**config.mk**
```make
export PLATFORM = sky130hd
export DESIGN_NAME = load_store_unit
export DESIGN_NICKNAME = d
export VERILOG_FILES = /design/src/rtl/lsu_pkg.sv /design/src/rtl/load_store_align.sv /design/src/rtl/load_store_unit.sv
export SDC_FILE = /design/constraint.sdc
export NUM_CORES = 1
export LEC_CHECK = 0
export CORE_ASPECT_RATIO = 0.8
export CORE_MARGIN = 3
export CORE_UTILIZATION = 36
export CTS_CLUSTER_SIZE = 40
export DETAILED_ROUTE_END_ITERATION = 16
export PLACE_DENSITY_LB_ADDON = 0.12
export RECOVER_POWER = 50
export SLEW_MARGIN = 20
export SYNTH_ARGS = -nofsm -noshare
export SYNTH_HDL_FRONTEND = slang
export SYNTH_SLANG_ARGS = --single-unit
```
**constraint.sdc**
```tcl
create_clock -name i_clk -period 4.9 [get_ports i_clk]
set_input_delay 1.225 -clock i_clk [delete_from_list [all_inputs] [get_ports i_clk]]
set_output_delay 1.225 -clock i_clk [all_outputs]
set_load 0.01 [all_outputs]
```
**src/rtl/lsu_pkg.sv**
```systemverilog
// Shared encodings and helpers for the load/store unit.
package lsu_pkg;

    localparam logic [1:0] SIZE_BYTE = 2'b00;
    localparam logic [1:0] SIZE_HALF = 2'b01;
    localparam logic [1:0] SIZE_WORD = 2'b10;

    localparam logic [1:0] ST_IDLE  = 2'd0;
    localparam logic [1:0] ST_LOAD  = 2'd1;
    localparam logic [1:0] ST_MERGE = 2'd2;

    function automatic int clogb2(input int value);
        int r;
        r = 0;
        for (int i = 0; i < 31; i++) begin
            if ((1 << i) < value) r = i + 1;
        end
        return r;
    endfunction

endpackage

```
**src/rtl/load_store_align.sv**
```systemverilog
// Big-endian byte-lane extract/extend, sub-word merge and alignment check.
module load_store_align
    import lsu_pkg::*;
(
    input  logic [1:0]  size,
    input  logic [1:0]  offset,
    input  logic        is_unsigned,
    input  logic [31:0] mem_word,
    input  logic [31:0] wdata,
    output logic        misaligned,
    output logic [31:0] load_data,
    output logic [31:0] merge_data
);

    logic [7:0]  lane_b;
    logic [15:0] lane_h;

    always_comb begin
        case (size)
            SIZE_BYTE: misaligned = 1'b0;
            SIZE_HALF: misaligned = offset[0];
            SIZE_WORD: misaligned = (offset != 2'b00);
            default:   misaligned = 1'b1;
        endcase
    end

    always_comb begin
        case (offset)
            2'd0:    lane_b = mem_word[31:24];
            2'd1:    lane_b = mem_word[23:16];
            2'd2:    lane_b = mem_word[15:8];
            default: lane_b = mem_word[7:0];
        endcase
        lane_h = offset[1] ? mem_word[15:0] : mem_word[31:16];
    end

    always_comb begin
        case (size)
            SIZE_BYTE: load_data = {{24{~is_unsigned & lane_b[7]}}, lane_b};
            SIZE_HALF: load_data = {{16{~is_unsigned & lane_h[15]}}, lane_h};
            default:   load_data = mem_word;
        endcase
    end

    always_comb begin
        merge_data = mem_word;
        case (size)
            SIZE_BYTE: begin
                case (offset)
                    2'd0:    merge_data[31:24] = wdata[7:0];
                    2'd1:    merge_data[23:16] = wdata[7:0];
                    2'd2:    merge_data[15:8]  = wdata[7:0];
                    default: merge_data[7:0]   = wdata[7:0];
                endcase
            end
            SIZE_HALF: begin
                if (offset[1]) merge_data[15:0]  = wdata[15:0];
                else           merge_data[31:16] = wdata[15:0];
            end
            default: merge_data = wdata;
        endcase
    end

endmodule

```
**src/rtl/load_store_unit.sv**
```systemverilog
// MEM-stage requester: word-wide memory access with sub-word loads and
// read-modify-write sub-word stores.
module load_store_unit
    import lsu_pkg::*;
#(
    parameter int RAM_WIDTH = 32,
    parameter int RAM_DEPTH = 1024,
    parameter int AW        = clogb2(RAM_DEPTH)
) (
    input  logic                 i_clk,
    input  logic                 i_reset,
    input  logic                 i_req,
    input  logic                 i_we,
    input  logic [1:0]           i_size,
    input  logic                 i_unsigned,
    input  logic [31:0]          i_addr,
    input  logic [RAM_WIDTH-1:0] i_wdata,
    output logic                 o_ready,
    output logic                 o_done,
    output logic [RAM_WIDTH-1:0] o_rdata,
    output logic                 o_misaligned,
    output logic [AW-1:0]        o_mem_addr,
    output logic [RAM_WIDTH-1:0] o_mem_data,
    output logic                 o_mem_we,
    input  logic [RAM_WIDTH-1:0] i_mem_data
);

    logic [1:0]           state;
    logic [AW-1:0]        r_addr;
    logic [1:0]           r_off;
    logic [1:0]           r_size;
    logic                 r_uns;
    logic [RAM_WIDTH-1:0] r_wdata;

    logic                 idle;
    logic                 accept;
    logic                 store_word;
    logic [1:0]           a_size;
    logic [1:0]           a_off;
    logic                 a_uns;
    logic                 mis;
    logic [RAM_WIDTH-1:0] load_data;
    logic [RAM_WIDTH-1:0] merge_data;
    logic                 unused_addr_bits;

    assign unused_addr_bits = ^i_addr[31:AW+2];

    assign idle    = (state == ST_IDLE);
    assign o_ready = idle;
    assign accept  = i_req && idle;

    // Alignment check looks at the live request; extract/merge at the held one.
    assign a_size = idle ? i_size     : r_size;
    assign a_off  = idle ? i_addr[1:0] : r_off;
    assign a_uns  = idle ? i_unsigned : r_uns;

    load_store_align u_align (
        .size        (a_size),
        .offset      (a_off),
        .is_unsigned (a_uns),
        .mem_word    (i_mem_data),
        .wdata       (r_wdata),
        .misaligned  (mis),
        .load_data   (load_data),
        .merge_data  (merge_data)
    );

    assign store_word = accept && i_we && (i_size == SIZE_WORD) && !mis;

    always_comb begin
        o_mem_addr = r_addr;
        o_mem_data = r_wdata;
        if (accept) begin
            o_mem_addr = i_addr[AW+1:2];
            o_mem_data = i_wdata;
        end
        if (state == ST_MERGE) o_mem_data = merge_data;
    end

    assign o_mem_we = !i_reset && (store_word || state == ST_MERGE);

    always_ff @(posedge i_clk) begin
        if (i_reset) begin
            state        <= ST_IDLE;
            o_done       <= 1'b0;
            o_rdata      <= '0;
            o_misaligned <= 1'b0;
            r_addr       <= '0;
            r_off        <= '0;
            r_size       <= '0;
            r_uns        <= 1'b0;
            r_wdata      <= '0;
        end else begin
            o_done <= 1'b0;
            case (state)
                ST_IDLE: begin
                    if (accept) begin
                        r_addr  <= i_addr[AW+1:2];
                        r_off   <= i_addr[1:0];
                        r_size  <= i_size;
                        r_uns   <= i_unsigned;
                        r_wdata <= i_wdata;
                        if (mis) begin
                            o_done       <= 1'b1;
                            o_misaligned <= 1'b1;
                            o_rdata      <= '0;
                        end else if (!i_we) begin
                            state <= ST_LOAD;
                        end else if (i_size == SIZE_WORD) begin
                            o_done       <= 1'b1;
                            o_misaligned <= 1'b0;
                        end else begin
                            state <= ST_MERGE;
                        end
                    end
                end
                ST_LOAD: begin
                    o_rdata      <= load_data;
                    o_done       <= 1'b1;
                    o_misaligned <= 1'b0;
                    state        <= ST_IDLE;
                end
                ST_MERGE: begin
                    o_done       <= 1'b1;
                    o_misaligned <= 1'b0;
                    state        <= ST_IDLE;
                end
                default: state <= ST_IDLE;
            endcase
        end
    end

endmodule

```
# After elaboration in Yosys (flattened, before gate mapping)
# Index checks and enable logic that the tools add are counted.
# word_totals
in_bits,103
mem_count,0
mem_bits_rw,0
wordCells,79
latchBits,0
romBits,0
register_bits,83
out_inout_bits,78
# classes
n_reduce_logical,21
add_sub_neg,0
n_eq_ne,12
shifts,0
order_cmp,0
div,0
n_bitwise,5
muxes,32
n_mul,0
# ops
op,n
32-bit case mux with 2 select lines,3
32-bit 2-to-1 mux,4
16-bit 2-to-1 mux,3
8-bit 2-to-1 mux,4
8-bit case mux with 3 select lines,1
10-bit 2-to-1 mux,1
1-bit 2-to-1 mux,9
2-bit equality test (second input constant),4
2-bit 2-to-1 mux,4
2-bit by 1-bit equality test with 1-bit output (second input constant),3
2-bit logical NOT,3
3-bit AND reduction,2
2-bit nonzero test,3
1-bit logical AND,5
2-bit by 1-bit != test with 1-bit output (second input constant),2
1-bit case mux with 2 select lines,2
4-bit AND reduction,1
2-bit OR reduction,2
3-bit by 1-bit != test with 1-bit output (second input constant),1
3-bit by 2-bit != test with 1-bit output (second input constant),1
1-bit NOT,3
1-bit case mux with 3 select lines,1
3-bit OR reduction,1
1-bit bitwise AND,2
4 further kinds,5

# Logic depth before layout (Yosys ltp)
# Gate-level depths: netlist of the first run.
# depth
ltp_word,8
mapped_depth,11
ltp_nobuf,7

# Cells and area by module
# From an unflattened synthesis of the first run, not the netlist that was laid out.
# unflattened
cells_unflattened,688
area_unflattened_um2,5718.0
# modules_own_cells
module,seq_area_each_um2,cells_each,area_each_um2,instances
load_store_unit,1661.6,449,3985.1,1
load_store_align,0.0,239,1732.9,1

# Worst setup path after synthesis of the first run
# Ideal clock, no wire load.
# synth_path
kind,in2out
from,in i_addr[0]
to,out o_mem_data[15]
arrival_time_ns,2.526
n_path_buf,1
required_time_ns,3.675
path_stages,6
slack_ns,1.149
path_cell_list,buf_4 > inv_1 > a32oi_2 > mux2_2 > a221oi_1 > mux2i_1
# synth_via
elab_chain_cells,5
# synth_rtl
item,line_no,rtl
start: declaration,load_store_unit.sv:16,"input logic [31:0] i_addr,"
2-bit 2-to-1 mux,load_store_unit.sv:54,assign a_off = idle ? i_addr[1:0] : r_off;
2-bit equality test,load_store_align.sv:49,case (offset)
8-bit 2-to-1 mux,load_store_align.sv:49,
32-bit case mux with 2 select lines,load_store_align.sv:47,case (size)
32-bit 2-to-1 mux,load_store_unit.sv:77,if (state == ST_MERGE) o_mem_data = merge_data;
end: declaration,load_store_unit.sv:23,"output logic [RAM_WIDTH-1:0] o_mem_data,"
# Every way passes these cells.

# Final worst setup path of the first run
# layout_path
from,in i_size[0]
to,out o_mem_data[16]
# layout_via
elab_chain_cells,4
elab_cells_between_ends,5
classes_between,eq/ne: 1; mux: 3; reduce/logical: 1
# layout_rtl
item,line_no,rtl
start: declaration,load_store_unit.sv:14,"input logic [1:0] i_size,"
2-bit 2-to-1 mux (*),load_store_unit.sv:53,assign a_size = idle ? i_size : r_size;
2-bit by 1-bit equality test with 1-bit output or 2-bit logical NOT (tied branches),load_store_align.sv:47,
32-bit case mux with 2 select lines (*),load_store_align.sv:47,
32-bit 2-to-1 mux (*),load_store_unit.sv:77,
# Mark *: on every way between the ends. The rest lies on a longest branch, timed or not.

==> results of run 1 <==
==> worst min-delay path, delay by kind of cell (launching register included) <==
kind	cells	cell delay (ps)
AND/OR/NAND/NOR	1	50
AO/OA/AOI/OAI	1	50
flip-flops	1	310
==> metal layers <==
| layer | vias up | track usage | routed length (um) |
|---|---|---|---|
| li1 | 2503 | - | - |
| met3 | 16 | 0.0726 | 1840 |
| met4 | 0 | 0.0489 | 184 |
| met5 | - | 0 | 0 |
| met2 | 243 | 0.365 | 8090 |
| met1 | 2445 | 0.357 | 8720 |
==> flip-flops by register name, summed over array words and instances (netlist names) <==
register,cells
r_wdata,32
r_off,2
r_size,2
state,2
r_uns,1
o_done,1
o_misaligned,1
r_addr,10
o_rdata,32
==> metrics by stage <==
step | hold slack, ps | instances | total power (W) | util
after global routing | 468 | 935 | 0.00291 | 0.544
after floorplan | 436 | 593 | 0.00152 | -
after CTS | 453 | 933 | 0.00275 | 0.538
after global placement | 437 | 917 | 0.00204 | 0.515
final | 448 | 935 | 0.00278 | 0.544
after detailed placement | 443 | 917 | 0.00205 | 0.515
==> timing repair <==
action,CTS,global route
resized for setup,1,10
cloned,0,1
hold buffers,0,0
pin swaps,0,1
setup buffers,0,1
setup endpoints to repair,4,24
endpoints found under the hold margin,0,0
==> Yosys cell counts (7+ instances only) <==
| cell | count |
|---|---|
| clkbuf_1 | 22 |
| mux2i_1 | 43 |
| o21ai_1 | 22 |
| a222oi_1 | 10 |
| o21ai_2 | 10 |
| o211ai_1 | 8 |
| dfxtp_1 | 83 |
| nor2_1 | 39 |
| a221oi_1 | 13 |
| a21oi_1 | 56 |
| o21ai_0 | 27 |
| or3_1 | 7 |
| nand2_1 | 115 |
| a32o_1 | 7 |
| buf_6 | 7 |
| nand3_1 | 10 |
| buf_2 | 10 |
| a22oi_1 | 7 |
| mux2_2 | 14 |
==> area by class of cell <==
| type | count | area [um^2] | share of cell area |
|---|---|---|---|
| flip-flops and latches | 83 | 1660 | 0.233 |
| clock buffers | 9 | 225 | 0.0316 |
| inverters | 7 | 26.3 | 0.00369 |
| multi-input cells | 459 | 3040 | 0.426 |
| clock inverters | 7 | 77.6 | 0.0109 |
| repair buffers | 195 | 1880 | 0.263 |
| well taps | 175 | 219 | 0.0308 |
==> path summary, 6_finish.rpt <==
path | depth (start not counted) | endpoint | from
max | 8 | o_mem_data[16] | i_size[0]
min | 2 | o_rdata[16] | o_rdata[16]
max reg2reg | 9 | o_rdata[21] | state[1]
min reg2reg | 2 | o_rdata[16] | o_rdata[16]
==> power groups by stage <==
stage / registers (W) / logic [W] / clock network (W)
final: 0.000792 / 0.00128 / 0.000707
after detailed placement: 0.000806 / 0.00124 / 0
after global routing: 0.000799 / 0.00137 / 0.000740
after CTS: 0.000791 / 0.00125 / 0.000715
after floorplan: 0.000794 / 0.000727 / 0
after global placement: 0.000804 / 0.00123 / 0
==> kinds of logic (layout without fill, tap and decap cells) <==
group | count (synthesis) | count (layout)
compound gates | 195 | 196
fa+ha+maj | 4 | 4
simple gates | 197 | 197
buf+inv | 52 | 218
mux | 62 | 62
flops | 83 | 83
==> results.tsv, run 1 <==
metric	value	unit
first-pass GRT wire length	28300	um
Total Routing Usage GR	0.247	
Finished Cell Area	0.00712	mm^2
Hold WC Path Type	reg -> reg	
number of global-route vias before repair	4967	
share of cells above drive strength 1	0.137	
Max clock buf depth	2	
worst slack at placement	-8.00	ps
P_leak	2.87	nW
Setup Viol. Count Final	0	
DP HPWL	14000	um
global route overflow	0	
WP buf/inv	3	
Clock Skew	6.67	ps
commonest cells after routing, fill and taps aside	clkdlybuf4s50_1, nand2_1, dfxtp_1, a21oi_1, mux2i_1	
Final period util	0.978	
crit path cell chain	clkdlybuf4s50_1 > nand2b_2 > o31ai_4 > buf_4 > a221o_4 > a221oi_1 > a21oi_1 > clkdlybuf4s50_1	
largest family of logic cells by synthesized area	compound AO/OA/AOI/OAI gates	
final hold viol count	0	
proportion of synthesized area in mux cells	0.137	
Core Area	0.0131	mm^2
initial antenna violation count	0	
maximum clock rate	209	MHz
H-tree levels	3	
RSZ-0062 raised after global routing	false	
area grow syn2layout	45.3	%
IO Count	181	
CP Max Fanout	8	
Setup Total Neg Slack	0	ps
effective utilization at floorplan	0.374	
clock insertion delay at the later pin of the skew report	350	ps
Main synth FF type	dfxtp_1	
ant diodes	0	
# fillers	1222	
WS Path Type	in -> out	
most used cell, CP	clkdlybuf4s50_1	
WP data arrival	3570	ps
fin crit period	4790	ps
post-synthesis cell type count	65	
# DRC	0	
DRT iter0 DRCs	476	
slowest cell delay on critical path	560	ps
Seq cells post-synth	83	
Post-synth EDFFs	0	
PwrDens	390	mW/mm^2
CTS tree	built	
# Max-Cap Violations	0	
most common cell after layout, fill and taps aside	clkdlybuf4s50_1	
synth top area cells	dfxtp_1, nand2_1, mux2i_1	
drt pass-1 iters	6	
sw frac	0.381	
DR vias/cell	5.57	
vias	5207	
total CTS buffers	9	
Reg power frac	0.285	
Die Ht	110	um
Critical Path RT	3670	ps
post-DR wirelength/cell	20.2	um
routed wire length	18800	um
Slew @ Worst Pin	633	ps
DIE AREA	0.0151	mm^2
Antenna Nets Post-Route	0	
post-synthesis compound-gate area fraction	0.286	
root buffer cell	clkbuf_16	
Worst setup SP type	primary input	
r2r setup slk	2140	ps
chip width	136	um
leading area contributor after synthesis	dfxtp_1	
status	complete, no violations	
fin worst setup slack	106	ps
RePlAce Congestion	0.858	
Synth warnings	0	
Critical Path Slowest Stage Cell	clkdlybuf4s50_1	
Synth top area share	0.339	
final slew viol count	0	
Syn Std Cell Area	0.00490	mm^2
Mapped Cells	593	
Reg clk slew, reported paths	60	ps
Synth Area in XOR/XNOR	0	
Worst setup EP type	output pin	
peak supply drop	0.000195	V
Worst path top cell family by delay	buffers and inverters	
post-synthesis adder-cell area fraction	0.0102	
# port buffers	160	
average size of a mapped cell	8.26	um^2
Logic pwr share	0.460	
Area after DPL	0.00674	mm^2
Synth Net Count	700	
pin count of the biggest net entering global routing	54	
Sink Count	83	
Nets	862	
post-synthesis sequential area ratio	0.339	
Switching Power	0.00106	W
Slew HR	0.575	
simple-gate portion of the synthesized area	0.172	
Async SR Flop Fraction	0	
Clock power frac	0.254	
internal power	0.00172	W
FP Rows	37	
Power figures use the tool's default switching activity.
==> run 2: changes to the inputs <==
Settings changed: CTS_CLUSTER_DIAMETER set to 30, HOLD_SLACK_MARGIN set to 0.1.
==> results of run 2 <==
Same layout as run 1: the final DEF is identical, and so are final timing and power.
==> run 3: changes to the inputs <==
Settings changed: CORE_MARGIN 3 to unset.
==> run 3 against run 2 <==
  * Hold slack worse by 4.7 ps
  * Power rose by 1.9%
  * Maximum frequency shrank 0.14%
  * Critical path depth stayed put
  * Setup slack worse by 6.9 ps
  * Clock power is 11% higher
  * Highest routed layer unchanged
==> results.tsv, run 3 (synthesized netlist as in run 1, its figures left out) <==
metric	value	unit	change
routed wire length	17900	um	-5.0%
vias	5198		-0.17%
share of cells above drive strength 1	0.137		+0.000361
commonest cells after routing, fill and taps aside	clkdlybuf4s50_1, nand2_1, dfxtp_1, a21oi_1, mux2i_1		
Critical Path Source	i_addr[0]		
P_leak	2.86	nW	-0.28%
Antenna Nets Post-Route	0		unchanged
chip width	132	um	-2.9%
# port buffers	160		unchanged
Critical Path Slowest Stage Cell	clkdlybuf4s50_1		
slowest cell delay on critical path	560	ps	about the same
Hold Crit Start	o_rdata[15]		
DR vias/cell	5.57		about the same
total CTS buffers	9		unchanged
Nets	860		-0.23%
Worst path top cell family by delay	buffers and inverters		
post-DR wirelength/cell	19.2	um	-4.8%
Reg clk slew, reported paths	60	ps	about the same
clock insertion delay at the later pin of the skew report	340	ps	about the same
Max clock buf depth	2		unchanged
effective utilization at floorplan	0.375		+0.00133
crit path cell chain	clkdlybuf4s50_1 > buf_4 > o31ai_4 > buf_4 > a221o_4 > a221oi_1 > a21oi_1 > clkdlybuf4s50_1		
global route overflow	0		unchanged
pin count of the biggest net entering global routing	54		unchanged
crit path capture	o_mem_data[23]		
H-tree levels	3		unchanged
Slew @ Worst Pin	652	ps	+19.2 ps
# Max-Cap Violations	0		unchanged
Clock Skew	3.41	ps	-3.26 ps
Hold Slack	443	ps	-4.71 ps
first-pass GRT wire length	27300	um	-3.4%
Worst setup EP type	output pin		
Final period util	0.980		+0.00140
Finished Cell Area	0.00712	mm^2	about the same
drt pass-1 iters	6		unchanged
fin crit period	4800	ps	+6.87 ps
r2r setup slk	2320	ps	+180 ps
critical register-to-register path startpoint	state[0]		
FP Rows	37		unchanged
Slew HR	0.562		-0.0129
Setup Viol. Count Final	0		unchanged
Hold WC Path Type	reg -> reg		
CP Max Fanout	9		+1
WP buf/inv	4		+1
M1 GR Usage	0.374		+0.0174
initial antenna violation count	0		unchanged
RePlAce Congestion	0.893		+4.0%
number of global-route vias before repair	4879		-1.8%
peak supply drop	0.000191	V	-2.2%
# fillers	1242		+1.6%
final slew viol count	0		unchanged
Total Routing Usage GR	0.251		+0.00443
Die Ht	106	um	-3.6%
area grow syn2layout	45.2	%	about the same
fin worst setup slack	98.9	ps	-6.87 ps
grt met3 use	0.0486		-0.0240
RSZ-0062 raised after global routing	false		
root buffer cell	clkbuf_16		
# DRC	0		unchanged
post-CTS setup repair buffer count	0		unchanged
ant diodes	0		unchanged
Worst setup SP type	primary input		
DP HPWL	13100	um	-6.3%
worst slack at placement	-74.8	ps	-66.8 ps
Most Used Layer, Global Route	met1		
r2r endpoint	o_rdata[20]		
CTS tree	built		
Worst path depth	8		unchanged
most common cell after layout, fill and taps aside	clkdlybuf4s50_1		
Tot Pwr	0.00283	W	+1.9%
PwrDens	398	mW/mm^2	+1.9%
DRT iter0 DRCs	509		+6.9%
Top Registers	o_rdata: 32 flops, r_wdata: 32 flops, r_addr: 10 flops		
FF-to-FF path depth	9		unchanged
DIE AREA	0.0141	mm^2	-6.4%
maximum clock rate	208	MHz	-0.14%
WP data arrival	3580	ps	about the same
Critical Path RT	3670	ps	about the same
GR Layer Usage met2	0.367		+0.00155
Sink Count	83		unchanged
IO Count	181		unchanged
hold_buf cts	0		unchanged
status	complete, no violations		
Area after DPL	0.00674	mm^2	-0.11%
Core Area	0.0131	mm^2	-0.35%
final hold viol count	0		unchanged
WS Path Type	in -> out		
run 3: worst min path at each step:
stage | cells after the start | slack [ps] | end
2_1_floorplan | 2 | 440 | r_wdata[31]
3_3_place_gp | 2 | 440 | o_rdata[30]
3_5_place_dp | 2 | 440 | o_rdata[15]
4_1_cts | 2 | 450 | o_rdata[15]
5_1_grt | 2 | 470 | o_rdata[11]
6_report | 2 | 440 | o_rdata[15]
run 3: power breakdown:
| group | total, W | internal (W) | switching (W) |
|---|---|---|---|
| Sequential | 0.000791 | 0.000739 | 0.0000520 |
| Clock | 0.000783 | 0.000497 | 0.000286 |
| Combinational | 0.00126 | 0.000572 | 0.000684 |
run 3: worst reg2reg max path, cell delays in order, from the launching register on:
cell,delay [ps]
dfxtp_1,340
inv_1,100
ha_1,170
buf_4,260
mux2i_4,310
buf_4,220
mux2i_1,230
o21ai_1,130
a21oi_4,500
o21ai_1,170
run 3: routing by layer:
layer,up-vias,share of wire
li1,2497,-
met1,2433,0.48
met2,252,0.42
met3,16,0.088
met4,0,0.0089
met5,-,0
run 3: timing repair:
item	4_1_cts	5_1_grt
cloned	0	1
gates resized for setup	2	6
endpoints found under the setup margin	14	19
run 3: final cells by class:
cell class                 count  area [um^2]  share of cell area
inverter                       7         26.3             0.00369
tap                          175          219              0.0308
sequential                    83         1660               0.233
timing repair buffer         193         1860               0.261
multi-input combinational    459         3010               0.423
clock inverter                 7          116              0.0164
clock buffer                   9          225              0.0316
run 3: metrics by stage:
step           TNS [ps]  instances  utilization
5_1_grt               0        933        0.545
3_3_place_gp       -299        916        0.516
2_1_floorplan         0        593            -
6_report              0        933        0.545
4_1_cts               0        932        0.543
3_5_place_dp       -469        916        0.516
